--- src/rtl/muldiv_pkg.sv ---
// Shared constants and types for the iterative multiply/divide sequencer.
package muldiv_pkg;

  localparam int DEFAULT_WIDTH = 32;
  localparam int CNT_W         = $clog2(DEFAULT_WIDTH);

  localparam logic [2:0] OP_MULT  = 3'd0;
  localparam logic [2:0] OP_MULTU = 3'd1;
  localparam logic [2:0] OP_DIV   = 3'd2;
  localparam logic [2:0] OP_DIVU  = 3'd3;
  localparam logic [2:0] OP_MTHI  = 3'd4;
  localparam logic [2:0] OP_MTLO  = 3'd5;
  localparam logic [2:0] OP_MUL   = 3'd6;

  typedef enum logic [1:0] {
    ST_IDLE = 2'd0,
    ST_MUL  = 2'd1,
    ST_DIV  = 2'd2,
    ST_FIX  = 2'd3
  } state_e;

  // True for ops that run the 32-step loop.
  function automatic logic isIterOp(input logic [2:0] op);
    logic r;
    case (op)
      OP_MULT, OP_MULTU, OP_DIV, OP_DIVU, OP_MUL: r = 1'b1;
      default:                                    r = 1'b0;
    endcase
    return r;
  endfunction

  // True for ops whose operands are taken as two's-complement magnitudes.
  function automatic logic isSignedOp(input logic [2:0] op);
    logic r;
    case (op)
      OP_MULT, OP_DIV, OP_MUL: r = 1'b1;
      default:                 r = 1'b0;
    endcase
    return r;
  endfunction

endpackage

--- src/rtl/muldiv_iter.sv ---
// Datapath: shared accumulator for shift-add multiply and restoring divide,
// plus the final sign correction of product, quotient and remainder.
module muldiv_iter
  import muldiv_pkg::*;
#(
  parameter int WIDTH = DEFAULT_WIDTH
) (
  input  logic               clk,
  input  logic               rst,
  input  logic               load,
  input  logic               mulStep,
  input  logic               divStep,
  input  logic [WIDTH-1:0]   opA,
  input  logic [WIDTH-1:0]   opB,
  input  logic               negRes,
  input  logic               negQ,
  input  logic               negR,
  output logic [2*WIDTH-1:0] product,
  output logic [WIDTH-1:0]   quotient,
  output logic [WIDTH-1:0]   remainder
);

  // Multiply: acc = {partial product, remaining multiplier bits}.
  // Divide:   acc low half = dividend bits shifting out / quotient bits shifting in.
  logic [2*WIDTH-1:0] acc_r;
  logic [WIDTH-1:0]   md_r;
  logic [WIDTH-1:0]   rem_r;

  logic [WIDTH:0]     mulSum_s;
  logic [WIDTH:0]     divShift_s;
  logic [WIDTH:0]     divDiff_s;

  // One shift-add and one trial-subtract step, both computed every cycle.
  always_comb begin
    mulSum_s   = {1'b0, acc_r[2*WIDTH-1:WIDTH]} +
                 (acc_r[0] ? {1'b0, md_r} : {(WIDTH+1){1'b0}});
    divShift_s = {rem_r, acc_r[WIDTH-1]};
    divDiff_s  = divShift_s - {1'b0, md_r};
  end

  // Operand load and per-cycle iteration of the selected algorithm.
  always_ff @(posedge clk) begin
    if (rst) begin
      acc_r <= {(2*WIDTH){1'b0}};
      md_r  <= {WIDTH{1'b0}};
      rem_r <= {WIDTH{1'b0}};
    end else if (load) begin
      acc_r <= {{WIDTH{1'b0}}, opA};
      md_r  <= opB;
      rem_r <= {WIDTH{1'b0}};
    end else if (mulStep) begin
      acc_r <= {mulSum_s, acc_r[WIDTH-1:1]};
    end else if (divStep) begin
      // A non-negative difference means the divisor fits: keep it, quotient bit 1.
      if (!divDiff_s[WIDTH]) begin
        rem_r <= divDiff_s[WIDTH-1:0];
        acc_r <= {acc_r[2*WIDTH-1:WIDTH], acc_r[WIDTH-2:0], 1'b1};
      end else begin
        rem_r <= divShift_s[WIDTH-1:0];
        acc_r <= {acc_r[2*WIDTH-1:WIDTH], acc_r[WIDTH-2:0], 1'b0};
      end
    end else begin
      acc_r <= acc_r;
    end
  end

  // Sign fix applied to the finished magnitudes.
  always_comb begin
    product   = negRes ? -acc_r : acc_r;
    quotient  = negQ ? -acc_r[WIDTH-1:0] : acc_r[WIDTH-1:0];
    remainder = negR ? -rem_r : rem_r;
  end

endmodule

--- src/rtl/muldiv_seq.sv ---
// Multiply/divide sequencer: FSM, iteration counter, sign flags, HI/LO and
// mulOut registers, and the pipeline stall request.
module muldiv_seq
  import muldiv_pkg::*;
#(
  parameter int WIDTH = DEFAULT_WIDTH
) (
  input  logic             clk,
  input  logic             rst,
  input  logic             start,
  input  logic [2:0]       op,
  input  logic [WIDTH-1:0] a,
  input  logic [WIDTH-1:0] b,
  input  logic             readHiLo,
  output logic             busy,
  output logic             stall,
  output logic             done,
  output logic [WIDTH-1:0] hi,
  output logic [WIDTH-1:0] lo,
  output logic [WIDTH-1:0] mulOut
);

  localparam int CntW = $clog2(WIDTH);
  localparam logic [CntW-1:0] CntZero = {CntW{1'b0}};
  localparam logic [CntW-1:0] CntOne  = CntW'(1);
  localparam logic [CntW-1:0] CntLast = CntW'(WIDTH - 1);

  state_e           state_r;
  logic [CntW-1:0]  cnt_r;
  logic [2:0]       opSave_r;
  logic             negRes_r;
  logic             negQ_r;
  logic             negR_r;
  logic             busy_r;
  logic             done_r;
  logic [WIDTH-1:0] hi_r;
  logic [WIDTH-1:0] lo_r;
  logic [WIDTH-1:0] mulOut_r;

  logic [WIDTH-1:0]   absA_s;
  logic [WIDTH-1:0]   absB_s;
  logic               iterLoad_s;
  logic [2*WIDTH-1:0] product_s;
  logic [WIDTH-1:0]   quotient_s;
  logic [WIDTH-1:0]   remainder_s;

  // Signed ops feed magnitudes into the loop; the sign is restored in FIX.
  always_comb begin
    absA_s = a;
    absB_s = b;
    if (isSignedOp(op)) begin
      absA_s = a[WIDTH-1] ? -a : a;
      absB_s = b[WIDTH-1] ? -b : b;
    end else begin
      absA_s = a;
      absB_s = b;
    end
  end

  assign iterLoad_s = (state_r == ST_IDLE) && start && isIterOp(op);

  muldiv_iter #(.WIDTH(WIDTH)) uIter (
    .clk       (clk),
    .rst       (rst),
    .load      (iterLoad_s),
    .mulStep   (state_r == ST_MUL),
    .divStep   (state_r == ST_DIV),
    .opA       (absA_s),
    .opB       (absB_s),
    .negRes    (negRes_r),
    .negQ      (negQ_r),
    .negR      (negR_r),
    .product   (product_s),
    .quotient  (quotient_s),
    .remainder (remainder_s)
  );

  // Sequencer FSM with its counter, sign flags and architectural registers.
  always_ff @(posedge clk) begin
    if (rst) begin
      state_r  <= ST_IDLE;
      cnt_r    <= CntZero;
      opSave_r <= 3'd0;
      negRes_r <= 1'b0;
      negQ_r   <= 1'b0;
      negR_r   <= 1'b0;
      busy_r   <= 1'b0;
      done_r   <= 1'b0;
      hi_r     <= {WIDTH{1'b0}};
      lo_r     <= {WIDTH{1'b0}};
      mulOut_r <= {WIDTH{1'b0}};
    end else begin
      done_r <= 1'b0;
      case (state_r)
        ST_IDLE: begin
          if (start) begin
            case (op)
              OP_MULT, OP_MUL, OP_MULTU: begin
                negRes_r <= isSignedOp(op) & (a[WIDTH-1] ^ b[WIDTH-1]);
                opSave_r <= op;
                cnt_r    <= CntLast;
                busy_r   <= 1'b1;
                state_r  <= ST_MUL;
              end
              OP_DIV, OP_DIVU: begin
                negQ_r   <= isSignedOp(op) & (a[WIDTH-1] ^ b[WIDTH-1]);
                negR_r   <= isSignedOp(op) & a[WIDTH-1];
                opSave_r <= op;
                cnt_r    <= CntLast;
                busy_r   <= 1'b1;
                state_r  <= ST_DIV;
              end
              OP_MTHI: hi_r <= a;
              OP_MTLO: lo_r <= a;
              default: state_r <= ST_IDLE;
            endcase
          end
        end
        ST_MUL, ST_DIV: begin
          if (cnt_r == CntZero) begin
            state_r <= ST_FIX;
            done_r  <= 1'b1;
          end else begin
            cnt_r <= cnt_r - CntOne;
          end
        end
        ST_FIX: begin
          case (opSave_r)
            OP_MUL: mulOut_r <= product_s[WIDTH-1:0];
            OP_MULT, OP_MULTU: begin
              hi_r <= product_s[2*WIDTH-1:WIDTH];
              lo_r <= product_s[WIDTH-1:0];
            end
            OP_DIV, OP_DIVU: begin
              hi_r <= remainder_s;
              lo_r <= quotient_s;
            end
            default: hi_r <= hi_r;
          endcase
          busy_r  <= 1'b0;
          state_r <= ST_IDLE;
        end
        default: begin
          busy_r  <= 1'b0;
          state_r <= ST_IDLE;
        end
      endcase
    end
  end

  assign busy   = busy_r;
  assign done   = done_r;
  assign hi     = hi_r;
  assign lo     = lo_r;
  assign mulOut = mulOut_r;
  assign stall  = busy_r & (start | readHiLo);

endmodule

--- config.mk ---
export PLATFORM = sky130hd
export DESIGN_NAME = muldiv_seq
export DESIGN_NICKNAME = d
export VERILOG_FILES = /design/src/rtl/muldiv_pkg.sv /design/src/rtl/muldiv_iter.sv /design/src/rtl/muldiv_seq.sv
export SDC_FILE = /design/constraint.sdc
export NUM_CORES = 1
export LEC_CHECK = 0
export CORE_MARGIN = 5
export CORE_UTILIZATION = 59
export CTS_CLUSTER_SIZE = 20
export DETAILED_ROUTE_END_ITERATION = 10
export GPL_TIMING_DRIVEN = 0
export PLACE_DENSITY = 0.91
export SYNTH_ARGS = -nofsm -noshare
export SYNTH_HDL_FRONTEND = slang
export SYNTH_SLANG_ARGS = --single-unit
--- constraint.sdc ---
create_clock -name clk -period 3.65 [get_ports clk]
set_input_delay 0.73 -clock clk [delete_from_list [all_inputs] [get_ports clk]]
set_output_delay 0.73 -clock clk [all_outputs]
set_load 0.05 [all_outputs]
==> qor.yml <==
antenna_found_initial: 0
fin_crit_sh_pct: 97.81
yosysUniqueCellTypes: 77
placed_area_mm2: 0.01983
via_per_inst: 6.798
pre_cts_slack_ns: -1.112
gp_congestion: 1.016
drive_above_1_share_pct: 4.786
fin_skew_ns: 0.01545
total_power_mw: 19.04
start_util_pct: 59.65
vias: 20270
cp_slowest_stage_delay_ns: 0.51
path_delay_family: "buffers and inverters"
synth-edff-count: 0
yosysTopAreaCellShare_pct: 27.06
synthCells: 2370
grt_overflow: 0
die-area_mm2: 0.03353
cp-startpoint: "uIter.acc_r[0]"
routedWlPerCell_um: 25.28
powerDensity_mw_per_mm2: 907.4
hold_viol: 0
grtUsageTotal_pct: 42.80
drc: 0
ys_seq_area_share_pct: 27.06
die_height_um: 183.1
cts_sinks: 239
syn_nets: 2517
cts_hold_buf: 0
cts-buffers-inserted: 27
whs_path_depth: 2
worst-path-stages: 13
htreeDepth: 1
finalSetupViolations: 0
clkSlewWorstSetupHoldPaths_ns: 0.07
synthFlopType: "dfxtp_1"
drv_cap: 0
async_flop_share_pct: 0
crit_arrival_ns: 3.97
worstReg2RegEnd: "hi[0]"
worst_pin_slew_ns: 1.071
tns_ns: 0
yosys.area.top_type: "dfxtp_1"
root_buffer: "clkbuf_16"
portBuffers: 166
rows: 63
rrSetupSlack_ns: 0.08
dp_hpwl_um: 57960
insertion_delay_ns: 0.56
ant_nets: 0
crit_slowest_cell: "xor2_1"
grt_pass1_wl_um: 112600
yosys_warnings: 0
cp.required_ns: 4.05
p_leak_nw: 7.677
grt_pass1_vias: 19470
crit_chain: "buf_8, clkinvlp_4, clkbuf_4, ha_1, nand2b_1, nor4_4, buf_4, nand3_1, o31ai_1, xor2_1, o211ai_1, o21ai_0, nor2_1"
worstPathMaxFanout: 10
core_mm2: 0.02964
path_class: "register to register"
die_w_um: 183.1
worst_setup_path_end_kind: "register"
timing.fmax_ghz: 0.2801
cp-start-kind: "register"
rsz0062_at_grt: "true"
synth_area_leaders: "dfxtp_1 27%, nor2_1 6.7%, xor2_1 6.4%, a21oi_1 5.4%, ha_1 5.2%"
crit-reg2reg-launch: "uIter.acc_r[0]"
crit_buf_inv: 4
post-route-min-period_ns: 3.570
grt_max_degree: 14
finalNetCount: 2720
cts_tree: "yes"
hold_class: "register to register"
first_iter_violations: 2328
synth_seq_cells: 239
cts.path.max_buffers: 3
syn_to_final_growth_pct: 18.69
slew_headroom_pct: 28.62
totalWireLength_um: 75380
syn_avg_cell_area_um2: 7.459
endpoint: "hi[0]"
syn-cell-area_mm2: 0.01768
fin_util_pct: 70.80
vdd_drop_max_mv: 0.7741
dr.pass1.iters: 8
run_status: "finished clean"
num_io_pins: 170
maxSlewViolCount: 0
fin_ws_ns: 0.08010
fin_area_mm2: 0.02098
r2r_cells: 13
-- cells in the final DEF (no fill, tap or decap), drive strengths merged, types with 12 or more instances in the layout --
cell type,instances
a211oi,122
a21o,19
a21oi,191
a311oi,28
a31oi,26
and2,12
and3,16
buf,33
clkbuf,193
clkdlybuf4s50,166
dfxtp,239
ha,74
inv,77
mux2i,64
nand2,171
nand2b,28
nand3,49
nand4,17
nor2,317
nor2b,17
nor3,46
nor4,18
o211ai,21
o21a,12
o21ai,154
o22ai,33
o31ai,52
o41ai,18
or3,38
or4,17
xnor2,84
xor2,130
-- cell families (layout without fill, tap and decap cells) --
group	after synthesis	after routing	synth area share (%)
AOI/OAI and AO/OA	741	741	27.04
muxes	65	65	3.687
other	0	1	0
adders and majority gates	76	76	5.464
DFF	239	239	27.06
buffers and inverters	258	479	5.605
xor gates and xnor gates	214	214	10.60
and+or+nand+nor	777	777	20.53
-- routing by layer --
metal	vias up	global-route usage, %	share of wire, %
met5	-	0	0
met2	1488	68.91	44
met3	400	7.140	11
met4	0	32.51	9.7
li1	8985	-	-
met1	9399	51.12	36
-- flip-flops by register name, indices dropped and copies added, names as in the netlist --
register	count
negQ_r	1
mulOut	32
uIter.acc_r	64
uIter.rem_r	32
opSave_r	3
lo	32
negRes_r	1
busy	1
negR_r	1
uIter.md_r	32
hi	32
done	1
state_r	2
cnt_r	5
-- timing repair --
| item | in CTS | in global routing |
|---|---|---|
| endpoints found under the hold margin | 0 | 0 |
| pin swaps | 4 | 3 |
| buffers inserted | 6 | 4 |
| gates resized for setup | 30 | 26 |
| endpoints found under the setup margin | 102 | 54 |
-- how the worst min path moves through the flow --
stage	start	slack (ns)	to
final	lo[18]	0.46	lo[18]
after CTS	lo[18]	0.45	lo[18]
after global placement	uIter.md_r[31]	0.44	uIter.md_r[31]
after detailed placement	lo[18]	0.45	lo[18]
after floorplan	uIter.md_r[31]	0.44	uIter.md_r[31]
after global routing	lo[18]	0.48	lo[18]
-- power by group --
part | leakage, nW | switching (mW) | internal [mW]
combinational | 5.28 | 8.01 | 4.15
sequential | 1.95 | 0.718 | 3.32
clock | 0.444 | 1.16 | 1.68
-- Yosys cell counts (all sizes together), types with 5 or more instances --
master / instances
nor2: 317
dfxtp: 239
a21oi: 191
nand2: 171
clkbuf: 160
o21ai: 154
xor2: 130
a211oi: 122
xnor2: 84
inv: 78
ha: 74
mux2i: 64
o31ai: 52
nand3: 49
nor3: 46
or3: 38
o22ai: 33
a311oi: 28
nand2b: 28
a31oi: 26
o211ai: 21
buf: 20
a21o: 19
nor4: 18
o41ai: 18
nand4: 17
nor2b: 17
or4: 17
and3: 16
and2: 12
o21a: 12
a211o: 8
a31o: 8
or2: 8
a21boi: 7
a2111oi: 6
o311ai: 5
-- per-stage QoR --
step | std cells | hold slack, ns
after global routing | 2981 | 0.4760
final | 2982 | 0.4558
after CTS | 2978 | 0.4548
after global placement | 2926 | 0.4435
after detailed placement | 2926 | 0.4463
after floorplan | 2370 | 0.4363
-- worst reg2reg max path: cells and delay by family (launching register included) --
family                     cells  cell delay, ns
xor gates and xnor gates       1            0.51
adders and majority gates      1            0.28
and+or+nand+nor                4            0.76
AOI/OAI and AO/OA              3            0.75
buffers and inverters          4            0.77
DFF                            1            0.35
-- final cells by class --
cell class | instances | area [µm²]
sequential | 239 | 4787
inverter | 78 | 299.0
timing repair buffer | 176 | 1737
multi-input combinational | 1873 | 12050
clock buffer | 38 | 777.0
fill | 2412 | 8656
tap | 390 | 488.0
antenna | 1 | 2.502
buffer | 178 | 718.2
clock inverter | 9 | 122.6
Note: power is estimated with default switching activity, not from simulation.
